## config.mk

```make
export PLATFORM = sky130hd
export DESIGN_NAME = mul_pipe
export DESIGN_NICKNAME = d
export VERILOG_FILES = /design/src/rtl/mul_pipe.sv
export SDC_FILE = /design/constraint.sdc
export NUM_CORES = 2
export LEC_CHECK = 0
export BUFFER_PORTS_ARGS = -buffer_cell sky130_fd_sc_hd__clkbuf_2
export CAP_MARGIN = 0
export CORE_ASPECT_RATIO = 1.75
export CORE_MARGIN = 2
export CORE_UTILIZATION = 50
export DETAILED_ROUTE_END_ITERATION = 6
export PLACE_DENSITY = 0.7
export SKIP_LAST_GASP = 1
export SLEW_MARGIN = 20
export SYNTH_ARGS = -nofsm -noshare
export SYNTH_HDL_FRONTEND = slang
export SYNTH_SLANG_ARGS = --single-unit
```

## constraint.sdc

```tcl
create_clock -name clk_i -period 10.2 [get_ports clk_i]
set_clock_uncertainty 0.1 [all_clocks]
set_input_delay 1.02 -clock clk_i [delete_from_list [all_inputs] [get_ports clk_i]]
set_output_delay 1.02 -clock clk_i [all_outputs]
set_load 0.005 [all_outputs]
```

## src/rtl/mul_pipe.sv

```systemverilog
// Fully pipelined RV M-extension multiplier (MUL/MULH/MULHSU/MULHU), STAGES-deep, valid/ready with flush.
// Optional: define MUL_ZERO_SKIP_EN to retire zero-operand requests in one cycle when the pipeline is empty.
module mul_pipe #(
  parameter int unsigned XLEN   = 32,
  parameter int unsigned STAGES = 3
) (
  input  logic            clk_i,
  input  logic            rst_ni,
  input  logic            req_i,
  input  logic            flush_i,
  input  logic [1:0]      op_i,
  input  logic [XLEN-1:0] a_i,
  input  logic [XLEN-1:0] b_i,
  output logic            ready_o,
  output logic            valid_o,
  input  logic            rdy_i,
  output logic [XLEN-1:0] result_o
);

  // Product kept modulo 2^(2*XLEN): the low 2*XLEN bits of the signed (2*XLEN+2)-bit product.
  localparam int unsigned PW  = 2 * XLEN;
  localparam int unsigned NCH = STAGES - 1;
  localparam int unsigned CW  = (XLEN + NCH) / NCH;
  localparam int unsigned BW  = NCH * CW;

  // One b-chunk partial product; the most significant chunk carries b's sign.
  function automatic logic [PW-1:0] pp(input logic [PW-1:0] a, input logic [CW-1:0] c,
                                       input logic top);
    logic [PW-1:0] cx;
    cx = {{(PW-CW){top & c[CW-1]}}, c};
    return a * cx;
  endfunction

  logic [STAGES:1] v;
  logic [PW-1:0]   acc  [1:NCH];
  logic [PW-1:0]   a_r  [1:NCH];
  logic [BW-1:0]   b_r  [1:NCH];
  logic [1:0]      op_r [1:NCH];

  logic            stall;
  logic            accept;
  logic            zero_skip;
  logic            sa;
  logic            sb;
  logic [PW-1:0]   a_ext;
  logic [BW-1:0]   b_ext;
  logic [XLEN-1:0] sel;

  assign stall   = v[STAGES] & ~rdy_i;
  assign valid_o = v[STAGES] & ~flush_i;
  assign ready_o = ~(valid_o & ~rdy_i);
  assign accept  = req_i & ready_o & ~flush_i;

`ifdef MUL_ZERO_SKIP_EN
  assign zero_skip = accept & ~(|v) & (~(|a_i) | ~(|b_i));
`else
  assign zero_skip = 1'b0;
`endif

  // Operand extension: a signed for MULH/MULHSU, b signed for MULH only.
  assign sa    = op_i[0] ^ op_i[1];
  assign sb    = (op_i == 2'b01);
  assign a_ext = {{(PW-XLEN){sa & a_i[XLEN-1]}}, a_i};
  assign b_ext = {{(BW-XLEN){sb & b_i[XLEN-1]}}, b_i};

  assign sel = (op_r[NCH] == 2'b00) ? acc[NCH][XLEN-1:0] : acc[NCH][PW-1:XLEN];

  // Stage-valid bits and the registered result.
  always_ff @(posedge clk_i) begin
    if (!rst_ni) begin
      v        <= '0;
      result_o <= '0;
    end else if (flush_i) begin
      v <= '0;
    end else if (!stall) begin
      v <= {v[STAGES-1:1], accept & ~zero_skip};
      if (zero_skip) begin
        v[STAGES] <= 1'b1;
        result_o  <= '0;
      end else if (v[STAGES-1]) begin
        result_o <= sel;
      end
    end
  end

  // Reduction datapath: chunk 0 at capture, chunk s on the way into stage s+1.
  always_ff @(posedge clk_i) begin
    if (!stall) begin
      acc[1]  <= pp(a_ext, b_ext[CW-1:0], NCH == 1);
      a_r[1]  <= a_ext;
      b_r[1]  <= b_ext >> CW;
      op_r[1] <= op_i;
      for (int s = 1; s < NCH; s++) begin
        acc[s+1]  <= acc[s] + (pp(a_r[s], b_r[s][CW-1:0], s == NCH - 1) << (s * CW));
        a_r[s+1]  <= a_r[s];
        b_r[s+1]  <= b_r[s] >> CW;
        op_r[s+1] <= op_r[s];
      end
    end
  end

endmodule
```

==> out/qor.txt <==
status: completed
Setup-failing EPs final: 0
count of unique library cells instantiated by Yosys: 80
crit path launch type: flip-flop
Vias: 34000
Mapped Area: 47000 um2
Ys Warns: 0
Reg clk slew, reported paths: 0.08 ns
top-area cell type share of the netlist area: 0.447
Synth Register Bits: 203
clk_lat worst skew: 0.58 ns
layout cells sized above 1: 0.0439
WL/cell: 20.9 um
initial core utilization: 0.505
gr ovfl total: 0
drt pass-1 iters: 6
CP endpoint kind: flip-flop
CTS resizes: 0
hold crit path type: flip-flop to flip-flop
largest net degree at the start of global routing: 67
CP max FO: 14
Hold Buf Count CTS: 0
TritonCTS buffer count: 21
Crit path required time: 10.42 ns
cell area after layout: 49300 um2
dpl cells: 6132
GPL Wtd Cong: 0.934
TNS Setup: 0 ns
Top FF cell, synth: edfxtp_1
placement row count: 148
Final Cycle Share: 0.898
clock tree buffer depth: 3
non-filler cells in the finished layout: 6171
Least-Margin Pin Slew: 1.09 ns
endpoints failing hold: 0
mean number of vias per cell: 5.50
DRT antenna net count: 0
RSZ-0062 raised after global routing: false
clk sinks: 203
FFs w/ async S/R, synth: 0
Setup Buffers After CTS: 0
fin crit period: 9.16 ns
vias in the first global route: 38900
Setup CP Type: flip-flop to flip-flop
Chip Height: 410 um
post-synthesis sequential area ratio: 0.122
Core Region: 93100 um2
I/O pins: 105
Max Cap Viol: 0
placed inst area: 48600 um2
synth top area cells: fa_1, edfxtp_1, inv_1
H-tree depth: 1
Max Clk Rate: 0.109 GHz
Die Wd: 236 um
DRT Wirelength: 129000 um
first-pass GRT wire length: 207000 um
synthesized area per cell: 9.42 um2
clock root buffer: clkbuf_16
All-Layer GR Usage: 0.279
# nets final: 6358
syn_nets: 6396
Area growth syn-to-layout: 4.93%
Max-slew headroom: 0.272
dominant cell type by area after synthesis: fa_1
Detailed Route Iter0 Violations: 1867
Post-synth EDFFs: 168
Mapped Cells: 4993
PortBufs: 104
max incr delay on CP: 0.94 ns
Die Area: 96600 um2
initial antenna violation count: 1
CTS tree: yes
WP data arrival: 9.38 ns
post-DP HPWL: 106000 um
drt drc: 0
Core Util, Final: 0.530
pins over their slew limit: 0
CP max-delay cell: edfxtp_1
-- critical path: cells and delay by family (launching register included) --
family,cells,cell delay [ns]
fa+ha+maj,8,3.72
compound gates,14,3.09
flops,1,0.94
buf+inv,7,0.52
xor+xnor,2,0.31
simple gates,2,0.22
-- through the flow --
| step | setup slack, ns | hold WS (ns) |
|---|---|---|
| finish | 1.04 | 0.324 |
| global route | 0.643 | 0.327 |
| CTS | 1.10 | 0.322 |
| detailed placement | 1.13 | 0.305 |
| global placement | 1.14 | 0.301 |
| floorplan | 1.84 | 0.300 |
-- registers in the layout, summed over array words and instances (netlist names) --
signal	count
a_r	33
result_o	32
op_r	4
v	3
acc	115
b_r	16
-- per-layer routing --
| metal | part of all wire | GRT usage |
|---|---|---|
| met5 | 0 | 0 |
| met4 | 0.072 | 0.172 |
| met3 | 0.041 | 0.0225 |
| met2 | 0.55 | 0.530 |
| met1 | 0.34 | 0.297 |
-- final timing paths --
check / start / to / slack [ns] / cells after the start
max reg2reg: b_r[1][10] / acc[2][60] / 1.04 / 33
min reg2reg: acc[1][4] / acc[2][4] / 0.32 / 0
min: acc[1][4] / acc[2][4] / 0.32 / 0
max: b_r[1][10] / acc[2][60] / 1.04 / 33
-- layout by cell type (no fill, tap or decap), types with 4 or more instances in the layout --
cell type  count
fa_1        1050
o31a_1         6
nor2b_1       12
inv_8          4
o21bai_1      25
ha_1         282
nand2_1      765
nand4_1       14
edfxtp_1     168
clkbuf_2     104
dfxtp_1       35
o221ai_1       4
o211ai_1       9
clkbuf_16     22
inv_6          4
inv_1       1176
a21boi_0       4
xor2_1        44
o21ai_0       95
a211oi_1      16
o211a_1       33
a21o_1        68
nand2b_1      30
o21ai_1        6
o31ai_1       12
o21a_1        12
and3_1        11
nand3_1       64
a31oi_1       13
nor3_1        14
and4_1         8
and2_1       430
xnor2_1      103
buf_4         41
nor2_1        77
a21oi_1      133
-- area by class of cell --
class | count | area, um2
Fill cell | 8489 | 43800
Multi-Input combinational cell | 3405 | 36100
Sequential cell | 203 | 5750
Inverter | 1177 | 4420
Tap cell | 1200 | 1500
Timing Repair Buffer | 147 | 863
Clock buffer | 22 | 551
Clock inverter | 16 | 174
Antenna cell | 1 | 2.50
-- logic make-up (layout without fill, tap and decap cells) --
family	count (synthesis)	after routing	share of synthesized area
DFF	203	203	0.122
other	0	1	0
AOI/OAI and AO/OA	479	479	0.0708
muxes	3	3	0.000639
and+or+nand+nor	1444	1444	0.146
adders and majority gates	1332	1332	0.522
buffers and inverters	1385	1362	0.111
xor gates and xnor gates	147	147	0.0274
-- synth_stat cells (3+ instances only) --
| library cell | number |
|---|---|
| edfxtp_1 | 168 |
| buf_2 | 3 |
| o21ai_0 | 95 |
| ha_1 | 282 |
| nand2_1 | 765 |
| xor2_1 | 44 |
| a211oi_1 | 16 |
| a31oi_1 | 13 |
| clkbuf_1 | 204 |
| nor4_1 | 3 |
| and4_1 | 8 |
| and2_1 | 430 |
| inv_1 | 1177 |
| nor3_1 | 14 |
| nand2b_1 | 30 |
| o21a_1 | 12 |
| nand4_1 | 14 |
| a21o_1 | 68 |
| mux2i_1 | 3 |
| a21boi_0 | 4 |
| o221ai_1 | 4 |
| or2_2 | 3 |
| nand3_1 | 64 |
| nor2_1 | 78 |
| xnor2_1 | 103 |
| o31ai_1 | 12 |
| a21oi_1 | 133 |
| and3_1 | 11 |
| dfxtp_1 | 35 |
| o21bai_1 | 25 |
| nor2b_1 | 12 |
| o21ai_1 | 6 |
| fa_1 | 1050 |
| o211ai_1 | 9 |
| o31a_1 | 6 |
| o211a_1 | 33 |
Power is not shown: default switching activity piles up to over one toggle a cycle in this logic, so the estimate is an artifact.
